$ cat src/rtl/contador_pkg.sv
// Shared types, range presets and the binary-to-BCD helper for the modulo counter.
package contador_pkg;

   typedef enum logic [1:0] {
      StIdle,
      StDelay,
      StRepeat
   } repeat_state_e;

   localparam int unsigned HOURS_24_MIN = 0;
   localparam int unsigned HOURS_24_MAX = 23;
   localparam int unsigned HOURS_12_MIN = 1;
   localparam int unsigned HOURS_12_MAX = 12;
   localparam int unsigned MIN_SEC_MIN  = 0;
   localparam int unsigned MIN_SEC_MAX  = 59;

   // Returns {tens, units}; only meaningful for values up to 99.
   function automatic logic [7:0] to_bcd(input int unsigned value);
      int unsigned tens;
      int unsigned units;
      tens  = value / 10;
      units = value % 10;
      return {4'(tens), 4'(units)};
   endfunction

endpackage

$ cat src/rtl/modif_repeat.sv
// Press-and-hold auto-repeat for one adjust button: one step on press, one after
// REPEAT_DELAY cycles, then one every REPEAT_PERIOD cycles while still held.
module modif_repeat
   import contador_pkg::*;
#(
   parameter int unsigned REPEAT_DELAY  = 25000000,
   parameter int unsigned REPEAT_PERIOD = 5000000,
   parameter int unsigned RPT_W         = 25
) (
   input  logic clock,
   input  logic reset,
   input  logic boton,
   output logic paso
);

   localparam logic [RPT_W-1:0] DELAY_LAST  = RPT_W'(REPEAT_DELAY - 1);
   localparam logic [RPT_W-1:0] PERIOD_LAST = RPT_W'(REPEAT_PERIOD - 1);

   repeat_state_e    r_state;
   logic [RPT_W-1:0] r_timer;
   logic             w_delay_done;
   logic             w_period_done;

   assign w_delay_done  = (r_timer == DELAY_LAST);
   assign w_period_done = (r_timer == PERIOD_LAST);

   // Strobe is combinational so the count moves on the edge that first samples the press.
   always_comb begin
      paso = 1'b0;
      unique case (r_state)
         StIdle:   paso = boton;
         StDelay:  paso = boton && w_delay_done;
         StRepeat: paso = boton && w_period_done;
         default:  paso = 1'b0;
      endcase
   end

   always_ff @(posedge clock) begin
      if (reset) begin
         r_state <= StIdle;
         r_timer <= '0;
      end else begin
         unique case (r_state)
            StIdle: begin
               r_timer <= '0;
               if (boton) r_state <= StDelay;
            end
            StDelay: begin
               if (!boton) begin
                  r_state <= StIdle;
                  r_timer <= '0;
               end else if (w_delay_done) begin
                  r_state <= StRepeat;
                  r_timer <= '0;
               end else begin
                  r_timer <= r_timer + RPT_W'(1);
               end
            end
            StRepeat: begin
               if (!boton) begin
                  r_state <= StIdle;
                  r_timer <= '0;
               end else if (w_period_done) begin
                  r_timer <= '0;
               end else begin
                  r_timer <= r_timer + RPT_W'(1);
               end
            end
            default: begin
               r_state <= StIdle;
               r_timer <= '0;
            end
         endcase
      end
   end

endmodule

$ cat src/rtl/contador_modulo_param.sv
// Range-limited chainable counter (hours/minutes/seconds) with tick carry, manual
// up/down adjust with auto-repeat, range-checked load and BCD digit outputs.
module contador_modulo_param
   import contador_pkg::*;
#(
   parameter int unsigned WIDTH         = 5,
   parameter int unsigned MIN_VALUE     = 0,
   parameter int unsigned MAX_VALUE     = 23,
   parameter int unsigned INIT_VALUE    = 23,
   parameter int unsigned REPEAT_DELAY  = 25000000,
   parameter int unsigned REPEAT_PERIOD = 5000000,
   parameter int unsigned RPT_W         = 25
) (
   input  logic             clock,
   input  logic             reset,
   input  logic             tick,
   input  logic             modifInc,
   input  logic             modifDec,
   input  logic             load,
   input  logic [WIDTH-1:0] loadValue,
   output logic [WIDTH-1:0] contador,
   output logic             carry,
   output logic [3:0]       decenas,
   output logic [3:0]       unidades
);

   localparam logic [WIDTH-1:0] MIN_W  = WIDTH'(MIN_VALUE);
   localparam logic [WIDTH-1:0] MAX_W  = WIDTH'(MAX_VALUE);
   localparam logic [WIDTH-1:0] INIT_W = WIDTH'(INIT_VALUE);

   logic             w_inc;
   logic             w_dec;
   logic             w_below_min;
   logic             w_load_ok;
   logic [WIDTH-1:0] w_contador_next;
   logic             w_carry_next;
   logic [WIDTH-1:0] r_contador;
   logic             r_carry;
   logic [7:0]       w_bcd;

   modif_repeat #(
      .REPEAT_DELAY (REPEAT_DELAY),
      .REPEAT_PERIOD(REPEAT_PERIOD),
      .RPT_W        (RPT_W)
   ) u_rep_inc (
      .clock(clock),
      .reset(reset),
      .boton(modifInc),
      .paso (w_inc)
   );

   modif_repeat #(
      .REPEAT_DELAY (REPEAT_DELAY),
      .REPEAT_PERIOD(REPEAT_PERIOD),
      .RPT_W        (RPT_W)
   ) u_rep_dec (
      .clock(clock),
      .reset(reset),
      .boton(modifDec),
      .paso (w_dec)
   );

   // A zero lower bound makes the below-range compare vacuous, so it is not built.
   if (MIN_VALUE == 0) begin : g_min_zero
      assign w_below_min = 1'b0;
   end else begin : g_min_nonzero
      assign w_below_min = (loadValue < MIN_W);
   end

   assign w_load_ok = !w_below_min && (loadValue <= MAX_W);

   always_comb begin
      w_contador_next = r_contador;
      w_carry_next    = 1'b0;
      if (load) begin
         if (w_load_ok) w_contador_next = loadValue;
      end else if (w_inc || w_dec) begin
         // Simultaneous inc and dec cancel; any manual strobe swallows the tick.
         if (w_inc && !w_dec) begin
            w_contador_next = (r_contador == MAX_W) ? MIN_W : r_contador + WIDTH'(1);
         end else if (w_dec && !w_inc) begin
            w_contador_next = (r_contador == MIN_W) ? MAX_W : r_contador - WIDTH'(1);
         end
      end else if (tick) begin
         if (r_contador == MAX_W) begin
            w_contador_next = MIN_W;
            w_carry_next    = 1'b1;
         end else begin
            w_contador_next = r_contador + WIDTH'(1);
         end
      end
   end

   always_ff @(posedge clock) begin
      if (reset) begin
         r_contador <= INIT_W;
         r_carry    <= 1'b0;
      end else begin
         r_contador <= w_contador_next;
         r_carry    <= w_carry_next;
      end
   end

   assign w_bcd    = to_bcd(32'(r_contador));
   assign contador = r_contador;
   assign carry    = r_carry;
   assign decenas  = w_bcd[7:4];
   assign unidades = w_bcd[3:0];

endmodule

$ cat config.mk
export PLATFORM = sky130hd
export DESIGN_NAME = contador_modulo_param
export DESIGN_NICKNAME = d
export VERILOG_FILES = /design/src/rtl/contador_pkg.sv /design/src/rtl/modif_repeat.sv /design/src/rtl/contador_modulo_param.sv
export SDC_FILE = /design/constraint.sdc
export NUM_CORES = 1
export LEC_CHECK = 0
export ABC_AREA = 1
export CAP_MARGIN = 20
export CORE_UTILIZATION = 60
export CTS_BUF_LIST = sky130_fd_sc_hd__clkbuf_4
export CTS_CLUSTER_SIZE = 30
export DETAILED_ROUTE_END_ITERATION = 16
export PLACE_DENSITY = 0.81
export REMOVE_ABC_BUFFERS = 1
export SYNTH_ARGS = -nofsm -noshare
export SYNTH_HDL_FRONTEND = slang
export SYNTH_SLANG_ARGS = --single-unit
export TNS_END_PERCENT = 30
$ cat constraint.sdc
create_clock -name clock -period 2.6 [get_ports clock]
set_input_delay 0.65 -clock clock [delete_from_list [all_inputs] [get_ports clock]]
set_output_delay 0.65 -clock clock [all_outputs]
set_load 0.005 [all_outputs]
==> results of run 1 <==
final timing paths:
path,from,to,slack (ps)
setup / recovery,contador[3],unidades[1],-170
hold / removal,u_rep_inc.r_state[1],u_rep_inc.r_state[1],520
setup reg to reg,u_rep_dec.r_timer[19],contador[4],110
hold reg to reg,u_rep_inc.r_state[1],u_rep_inc.r_state[1],520
sequential cells by signal, indices dropped and copies added, names as in the netlist:
name	flops
u_rep_inc.r_state	2
u_rep_inc.r_timer	25
carry	1
u_rep_dec.r_timer	25
contador	5
u_rep_dec.r_state	2
repair_timing:
action                     4_1_cts  5_1_grt
pin swaps                        9       15
resized for setup               40       47
setup endpoints to repair        4        9
setup buffers                    4        3
per-layer routing:
metal / up-vias / routed length (microns)
met2: 109 / 4890
li1: 2002 / -
met1: 1867 / 4260
met4: 0 / 206
met5: - / 0
met3: 22 / 439
critical path, stage by stage (launching register included):
cell and delay, ps:
dfxtp_2 350, inv_2 60, buf_6 120, ha_4 160, buf_4 130, o211ai_1 260
a21oi_2 110, buf_4 150, nand3_4 100, nand2_2 70, nand2_2 80, buf_6 100
cells by family (layout without fill, tap and decap cells):
family / count (synthesis) / after routing
DFF: 60 / 60
xor gates and xnor gates: 43 / 43
buffers and inverters: 95 / 165
AOI/OAI and AO/OA: 37 / 37
and+or+nand+nor: 339 / 339
adders and majority gates: 20 / 20
other: 1 / 2
cells in the final DEF, fill, tap and decap left out, types with 15 or more instances in the layout:
cell type,count
buf_4,37
clkdlybuf4s50_1,17
dfxtp_1,47
inv_1,80
nand2_1,122
nand2_2,15
nand3_1,29
nand4_1,18
nor2_1,112
nor3_1,19
xor2_1,31
layout make-up:
type | count | area [sq um]
Multi-Input combinational cell | 441 | 2520
Fill cell | 484 | 1510
Sequential cell | 60 | 1220
Timing Repair Buffer | 62 | 519
Inverter | 87 | 329
Tap cell | 77 | 96.3
Clock inverter | 6 | 78.8
Clock buffer | 10 | 75.1
metrics by stage:
stage          TNS [ps]  setup slack, ps
2_1_floorplan         0              129
3_3_place_gp      -51.2            -32.1
3_5_place_dp       -457             -140
4_1_cts            -222            -99.8
5_1_grt           -1020             -256
6_report           -589             -174
synthesized netlist by cell type (4+ instances only):
| library cell | instances |
|---|---|
| buf_4 | 4 |
| ha_1 | 20 |
| xor2_1 | 32 |
| a21oi_1 | 10 |
| dfxtp_1 | 60 |
| nor2_1 | 118 |
| o21ai_0 | 12 |
| nand3_2 | 4 |
| nor3_1 | 19 |
| buf_6 | 4 |
| o211ai_1 | 6 |
| inv_1 | 86 |
| nand3_1 | 31 |
| nand4_1 | 18 |
| xnor2_1 | 11 |
| nand2_1 | 133 |
| nand2_2 | 5 |
power groups by stage:
stage | clock network [mW] | logic, mW | registers (mW)
after detailed placement | 0 | 1.15 | 1.01
after global placement | 0 | 1.12 | 1.01
after CTS | 0.757 | 1.26 | 0.999
after floorplan | 0 | 0.606 | 1.04
final | 0.751 | 1.47 | 1.01
after global routing | 0.791 | 1.59 | 1.01
==> qor.csv, run 1 <==
metric,value,unit
CTS tree,built,
"Arr. time, crit path",2120,ps
cell area after layout,4840,sq um
fin worst setup slack,-174,ps
Max Cap Violations,0,
switching power,1.18,mW
asr flop ratio synth,0,%
CP endpoint kind,primary output,
hold slack,516,ps
Vias/cell,5.38,
1st-iter DRT viols,240,
Synth top area share,30.5,%
simple logic cell fraction of the synthesized area,37.3,%
Hold Crit Depth,2,
Final Util,76.3,%
failing checks,setup timing,
Die Area,6880,sq um
placed insts,720,
Worst Skew,15.7,ps
switching fraction of total power,36.6,%
RSZ-0062 raised after global routing,true,
CORE AREA,6350,sq um
synth top area cells,"dfxtp_1 31%, nand2_1 13%, nor2_1 11%",
number of global-route vias before repair,3732,
Synth Area in Adders,6.36,%
GR peak layer,met2,
"Reg clk slew, reported paths",110,ps
Max rail drop VDD,0.520,mV
CTS Hold Buffers Added,0,
Die X-Extent,83.0,microns
post-synthesis cell type count,34,
Crit Path Class,register to primary output,
met1 Use GR,34.2,%
Critical Path Start Type,register,
io pins,25,
top_reg_cell synth,dfxtp_1,
clock root buffer,clkbuf_4,
CTS Buf Count,9,
Flop pwr share,31.2,%
grt total ovfl,0,
Tmin final,2770,ps
R2R cell count,17,
DRC,0,
Clk network pwr share,23.3,%
Placer Congestion,0.938,
Clock Latency Late Sink,420,ps
post-synthesis mux area share,0,%
Comb pwr share,45.5,%
xor-xnor portion of the synthesized cell area,9.57,%
# diodes,0,
"EDFF count, synth",0,
Pwr Density,666,nW/um^2
Worst Path Max Fanout,5,
hold crit path type,register to register,
syn_area_per_cell,6.61,sq um
total power,3.22,mW
Worst EP required,1950,ps
final setup fails,4,
Avg WL per Cell,13.2,microns
initial antenna violation count,0,
Rows,29,
layout net count,692,
largest net degree at the start of global routing,26,
Die Ht,83.0,microns
CTS HTree Levels,3,
complex-gate fraction of the synthesized area,5.88,%
Internal,2.04,mW
"Slew Viols, Final",0,
CTS Sinks,60,
largest family of logic cells by synthesized area,simple AND/OR/NAND/NOR gates,
hpwl dp,6640,microns
Total Wirelength,9800,microns
layout cell share with drive strength beyond 1,19.4,%
Final Hold Fails,0,
clock tree buffer depth,2,
fin crit share,107,%
Initial Utilization,62.0,%
"non-filler cells, final",743,
Port Buffers,22,
vias,4000,
GRT Overall Usage,28.3,%
leakage power,1.96,nW
first drt pass iteration count,5,
Seq cells post-synth,60,
largest area contributor in the netlist,dfxtp_1,
post-synthesis sequential area ratio,30.5,%
Layout area overhead,23.1,%
met3 usage in global routing,4.77,%
Post-Syn Area,3930,sq um
cells after synthesis,595,
run status,"finished, violations left",
synth warn,0,
wire length of the first global-routing pass,16200,microns
achievable clock frequency,360,MHz
Post-DP Area,4430,sq um
Post-DRT Antenna Nets,0,
met2 Usage GRT,49.3,%
Power figures use the tool's default switching activity.
==> inputs of run 2 (changes only) <==
- CTS_BUF_LIST: sky130_fd_sc_hd__clkbuf_4 -> sky130_fd_sc_hd__clkbuf_16
==> run 2 against run 1 <==
Compared with the run above: the flow still finishes with violations (setup timing); clock skew fell by 10 ps; cell count is the same; first-iteration DRC count rose by 31%; wire length rose by 5.7%; worst setup slack better by 120 ps; combinational power up 3%; final area rose by 3.2%; non-clock buffer count unchanged; via count is 2.7% higher; utilization increased by 2.4 points; register-to-register slack worse by 30 ps; largest cell class unchanged; largest power group unchanged.
==> qor.csv, run 2 (synthesis results as in run 1) <==
metric,value,unit,change
run status,"finished, violations left",,
failing checks,setup timing,,
vias,4107,,+2.7%
Post-DRT Antenna Nets,0,,unchanged
io pins,25,,unchanged
Final Util,78.7,%,+2.4 points
CTS Buf Count,9,,unchanged
Max rail drop VDD,0.545,mV,+4.8%
"Reg clk slew, reported paths",50,ps,-60 ps
Die X-Extent,83.0,microns,unchanged
achievable clock frequency,377,MHz,+4.5%
hold crit path type,register to register,,
Initial Utilization,62.0,%,unchanged
DRC,0,,unchanged
number of global-route vias before repair,3853,,+3.2%
hpwl dp,6640,microns,unchanged
clock root buffer,clkbuf_16,,
Vias/cell,5.53,,+2.7%
placed insts,720,,unchanged
layout cell share with drive strength beyond 1,18.5,%,-0.90 points
initial antenna violation count,0,,unchanged
Critical Path Start Type,register,,
Worst Skew,5.44,ps,-10.3 ps
grt total ovfl,0,,unchanged
# diodes,0,,unchanged
fin worst setup slack,-55.0,ps,+119 ps
Tmin final,2660,ps,-119 ps
Port Buffers,22,,unchanged
Post-DP Area,4430,sq um,unchanged
fin crit share,102,%,-4.6 points
Total Wirelength,10400,microns,+5.7%
largest net degree at the start of global routing,26,,unchanged
Max Cap Violations,0,,unchanged
Avg WL per Cell,13.9,microns,+5.7%
Worst Path Max Fanout,4,,-1
CTS tree,built,,
final setup TNS,-117,ps,+472 ps
clock tree buffer depth,2,,unchanged
"Arr. time, crit path",2010,ps,-110 ps
Clock Latency Late Sink,330,ps,-90 ps
layout net count,692,,unchanged
Pwr Density,753,nW/um^2,+13%
wire length of the first global-routing pass,16500,microns,+1.7%
GRT Overall Usage,28.8,%,+0.56 points
first drt pass iteration count,5,,unchanged
Layout area overhead,27.1,%,
leakage power,2.03,nW,+3.8%
"Slew Viols, Final",0,,unchanged
1st-iter DRT viols,314,,+31%
"commonest non-fill, non-tap cell in the layout",nand2_1,,
RSZ-0062 raised after global routing,true,,
CORE AREA,6350,sq um,unchanged
Crit Path Class,register to primary output,,
cell area after layout,5000,sq um,+3.2%
Die Area,6880,sq um,unchanged
Final Hold Fails,0,,unchanged
CP endpoint kind,primary output,,
Die Ht,83.0,microns,unchanged
Rows,29,,unchanged
most frequent cells in the layout,"123 x nand2_1, 113 x nor2_1, 81 x inv_1",,
"non-filler cells, final",743,,unchanged
Placer Congestion,0.938,,unchanged
CTS HTree Levels,3,,unchanged
hold slack,506,ps,-9.92 ps
CTS Hold Buffers Added,0,,unchanged
CTS Sinks,60,,unchanged
final setup fails,3,,-1
Worst EP required,1950,ps,about the same
-- run 2: cell types whose count changed in the layout (fill, tap and decap cells not counted), sizes merged --
| cell | delta |
|---|---|
| buf | -1 |
| clkdlybuf4s50 | +1 |
| inv | +1 |
| clkbuf | -1 |
-- run 2: report_power, final --
group	total, mW	switching, mW	internal [mW]
Sequential	1.00	0.0393	0.965
Combinational	1.52	0.818	0.702
Clock	1.24	0.416	0.826
-- run 2: worst max-delay path, stage by stage, from the launching register on --
cell and delay, ps:
dfxtp_2 330, inv_2 50, buf_6 120, ha_4 160, nand3_4 90, nand2_4 80, o21ai_4 260, nand3_4 140
buf_6 150, nand4_1 80, nand2_2 80, buf_6 120
-- run 2: final cells by class --
| type | count | area, sq um |
|---|---|---|
| fill | 420 | 1350 |
| clock buffer | 9 | 225 |
| clock inverter | 7 | 82.6 |
| inverter | 87 | 329 |
| multi-input combinational | 441 | 2520 |
| sequential | 60 | 1220 |
| timing repair buffer | 62 | 528 |
| tap | 77 | 96.3 |
-- run 2: worst paths after layout --
check | start | to | slack, ps | cells past startpoint
min | u_rep_inc.r_state[1] | u_rep_inc.r_state[1] | 510 | 2
max | contador[3] | unidades[1] | -60 | 11
min reg2reg | u_rep_inc.r_state[1] | u_rep_inc.r_state[1] | 510 | 2
max reg2reg | u_rep_dec.r_timer[1] | contador[0] | 80 | 16
-- run 2: layer usage --
| metal | global-route usage, % | share of wire, % | up-vias |
|---|---|---|---|
| li1 | - | - | 1994 |
| met1 | 34.0 | 41 | 1865 |
| met2 | 49.6 | 49 | 200 |
| met3 | 5.17 | 6.4 | 48 |
| met4 | 15.5 | 4.0 | 0 |
| met5 | 0 | 0 | - |
-- run 2: what timing repair did --
item,4_1_cts,5_1_grt
buffers inserted,4,3
setup endpoints to repair,5,10
resized for setup,35,48
gates cloned,0,0
pin swaps,7,22
-- run 2: metrics by stage --
step / worst slack, ps / power, mW
after floorplan: 129 / 1.65
after global placement: -32.1 / 2.13
after detailed placement: -140 / 2.17
after CTS: -21.4 / 3.50
after global routing: -117 / 3.93
final: -55.0 / 3.77
==> inputs of run 3 (changes only) <==
- ABC_AREA: 1 -> not set
- CORE_UTILIZATION: 60 -> 59
- PLACE_DENSITY: 0.81 -> 0.8
==> run 3 against run 2 <==
Compared with the run above: the flow still finishes with violations (setup timing); area after synthesis shrank 10%; sequential power about the same; cell count shrank 19%; register-to-register slack got worse by 600 ps; die area down 8.5%; clock skew rose by 0.78 ps; sequential share of layout area increased by 0.61 points; via count shrank 6.8%; maximum frequency fell by 15%; hold slack gained 13 ps; worst setup slack worse by 470 ps; non-clock buffer count grew 38; critical endpoint is now contador[2].
==> qor.csv, run 3 <==
metric,value,unit,change
run status,"finished, violations left",,
failing checks,setup timing,,
top_reg_cell synth,dfxtp_1,,
RR Startpoint,u_rep_dec.r_timer[13],,
grt total ovfl,0,,unchanged
Critical path origin,u_rep_dec.r_timer[13],,
most frequent cells in the layout,"76 x buf_4, 73 x nor2_1, 57 x dfxtp_1",,
achievable clock frequency,320,MHz,-15%
"EDFF count, synth",0,,unchanged
"commonest non-fill, non-tap cell in the layout",buf_4,,
wire length of the first global-routing pass,16400,microns,-0.34%
Place WS,-514,ps,-375 ps
layout cell share with drive strength beyond 1,25.0,%,+6.6 points
Die Area,6300,sq um,-8.5%
slew margin rel.,53.7,%,
Max Cap Violations,0,,unchanged
worst-margin pin slew,687,ps,
io pins,25,,unchanged
DRC,0,,unchanged
GRT Overall Usage,33.9,%,+5.0 points
switching power,1.02,mW,-20%
Pwr Density,661,nW/um^2,-12%
Tmin final,3120,ps,+465 ps
asr flop ratio synth,0,%,unchanged
fin worst setup slack,-520,ps,-465 ps
final setup TNS,-3530,ps,-3420 ps
first drt pass iteration count,7,,+2
Vias/cell,6.34,,+15%
synth warn,0,,unchanged
Layout area overhead,36.5,%,
CORE AREA,5640,sq um,-11%
final setup fails,10,,+7
switching fraction of total power,31.9,%,-1.9 points
Placer Congestion,0.886,,-5.5%
Comb pwr share,32.7,%,-7.7 points
R2R cell count,12,,-4
post-synthesis cell type count,57,,+68%
CTS tree,built,,
Avg WL per Cell,18.8,microns,+35%
number of global-route vias before repair,3617,,-6.1%
Post-Syn Area,3530,sq um,-10%
Total Wirelength,11300,microns,+9.5%
Rows,27,,-6.9%
Critical Path Start Type,register,,
flop2flop setup slack,-520,ps,-600 ps
Die X-Extent,79.4,microns,-4.4%
largest area contributor in the netlist,dfxtp_1,,
most numerous cell in the Yosys netlist,nor2_1,,
Max rail drop VDD,0.492,mV,-9.8%
hpwl dp,6230,microns,-6.2%
Filler cells,265,,-37%
"Reg clk slew, reported paths",50,ps,about the same
Clk network pwr share,36.5,%,+3.5 points
Worst Skew,6.22,ps,+0.775 ps
Die Ht,79.4,microns,-4.4%
leakage power,1.80,nW,-12%
Sequential Area,1200,sq um,-1.1%
CTS HTree Levels,3,,unchanged
RSZ-0062 raised after global routing,true,,
synth top area cells,"dfxtp_1 34%, nor2_1 7.9%, ha_1 7.1%",,
layout net count,557,,-20%
post-synthesis sequential area ratio,34.0,%,+3.5 points
fin crit share,120,%,+18 points
crit path to,contador[2],,
clock tree buffer depth,2,,unchanged
CTS Sinks,60,,unchanged
"Arr. time, crit path",3340,ps,+1330 ps
Clock Latency Late Sink,330,ps,about the same
Flop pwr share,30.8,%,+4.1 points
Multi-input gate area,2360,sq um,-6.3%
RR Endpoint,contador[2],,
# diodes,0,,unchanged
Worst EP required,2820,ps,+870 ps
"Slew Viols, Final",0,,unchanged
vias,3826,,-6.8%
Synth top area share,34.0,%,+3.5 points
Initial Utilization,62.6,%,+0.64 points
1st-iter DRT viols,507,,+61%
Seq cells post-synth,60,,unchanged
CP endpoint kind,register,,
largest net degree at the start of global routing,26,,unchanged
CTS Buf Count,9,,unchanged
Final Hold Fails,0,,unchanged
Crit Path Class,register to register,,
Internal,2.17,mW,-13%
Worst Path Max Fanout,3,,-1
clock root buffer,clkbuf_16,,
hold crit path type,register to register,,
initial antenna violation count,0,,unchanged
Port Buffers,22,,unchanged
Final Util,85.5,%,+6.7 points
syn_area_per_cell,8.19,sq um,+24%
synth cell count leaders,"74 x nor2_1, 60 x dfxtp_1, 28 x nand2_1",,
cells after synthesis,431,,-28%
Post-DRT Antenna Nets,0,,unchanged
==> run 3: changes by cell type in the layout (fill, tap and decap cells not counted), sizes merged, moves of 6 or more <==
cell    change
xnor2      +14
xor2       -10
and3        +7
nor2       -48
nand2     -111
nand3      -12
inv        -66
o211ai      -6
buf        +38
==> run 3: worst min path at each step <==
stage                          from                   end  slack (ps)  depth (start not counted)
6_report       u_rep_dec.r_timer[0]  u_rep_dec.r_timer[0]         520                          2
5_1_grt        u_rep_dec.r_timer[0]  u_rep_dec.r_timer[0]         550                          2
4_1_cts        u_rep_dec.r_timer[0]  u_rep_dec.r_timer[0]         520                          2
3_5_place_dp   u_rep_dec.r_timer[0]  u_rep_dec.r_timer[0]         520                          2
3_3_place_gp   u_rep_dec.r_timer[4]  u_rep_dec.r_timer[4]         500                          2
2_1_floorplan  u_rep_dec.r_timer[0]  u_rep_dec.r_timer[0]         430                          1
==> run 3: kinds of logic (layout without fill, tap and decap cells) <==
kind of cell / Yosys count / count (layout) / share of synthesized area (%)
buffers and inverters: 37 / 136 / 4.78
other: 1 / 2 / 0.106
multiplexers: 5 / 5 / 1.49
flip-flops: 60 / 60 / 34.0
AO/OA/AOI/OAI: 58 / 58 / 11.3
AND/OR/NAND/NOR: 203 / 203 / 29.6
adder cells (fa/ha/maj): 20 / 20 / 7.09
XOR/XNOR: 47 / 47 / 11.7
==> run 3: layout make-up <==
type	instances	share of cell area (%)
Multi-Input combinational cell	335	48.9
Sequential cell	60	25.0
Timing Repair Buffer	100	16.5
Clock buffer	9	4.67
Tap cell	72	1.87
Inverter	20	1.66
Clock inverter	7	1.40
==> run 3: critical path, stage by stage, from the launching register on <==
cell	delay, ps
dfxtp_2	330
or4b_4	560
nor3_4	140
mux2_4	170
a31oi_1	100
or3b_4	440
ha_4	190
nor2_4	120
nor2b_1	90
buf_4	160
a221oi_1	360
a21oi_1	130
o22a_1	210
==> run 3: routing by layer <==
| metal | vias to the layer above | global-route usage, % | wire [microns] |
|---|---|---|---|
| li1 | 1695 | - | - |
| met1 | 1788 | 37.6 | 4170 |
| met2 | 251 | 57.4 | 5550 |
| met3 | 92 | 7.70 | 886 |
| met4 | 0 | 22.7 | 738 |
| met5 | - | 0 | 0 |
==> run 3: repair_timing <==
item,in CTS,in global routing
pin swaps,11,10
setup buffers,4,0
endpoints found under the setup margin,9,9
hold buffers,0,0
gates resized for setup,46,21
gates cloned,0,0
==> run 3: stage by stage <==
step | std cells | power, mW | hold WS [ps] | cell area [sq um]
floorplan | 415 | 1.41 | 430 | 3440
global placement | 584 | 1.75 | 496 | 4310
detailed placement | 584 | 1.79 | 515 | 4310
CTS | 604 | 3.00 | 524 | 4720
global route | 603 | 3.28 | 553 | 4820
finish | 603 | 3.19 | 518 | 4820
==> run 3: power groups by stage <==
stage                     clock network [mW]  registers [mW]  logic (mW)
after floorplan                            0            1.02       0.393
after global placement                     0           0.986       0.768
after detailed placement                   0           0.989       0.803
after CTS                               1.16           0.973       0.862
after global routing                    1.21           0.982        1.09
final                                   1.16           0.982        1.04
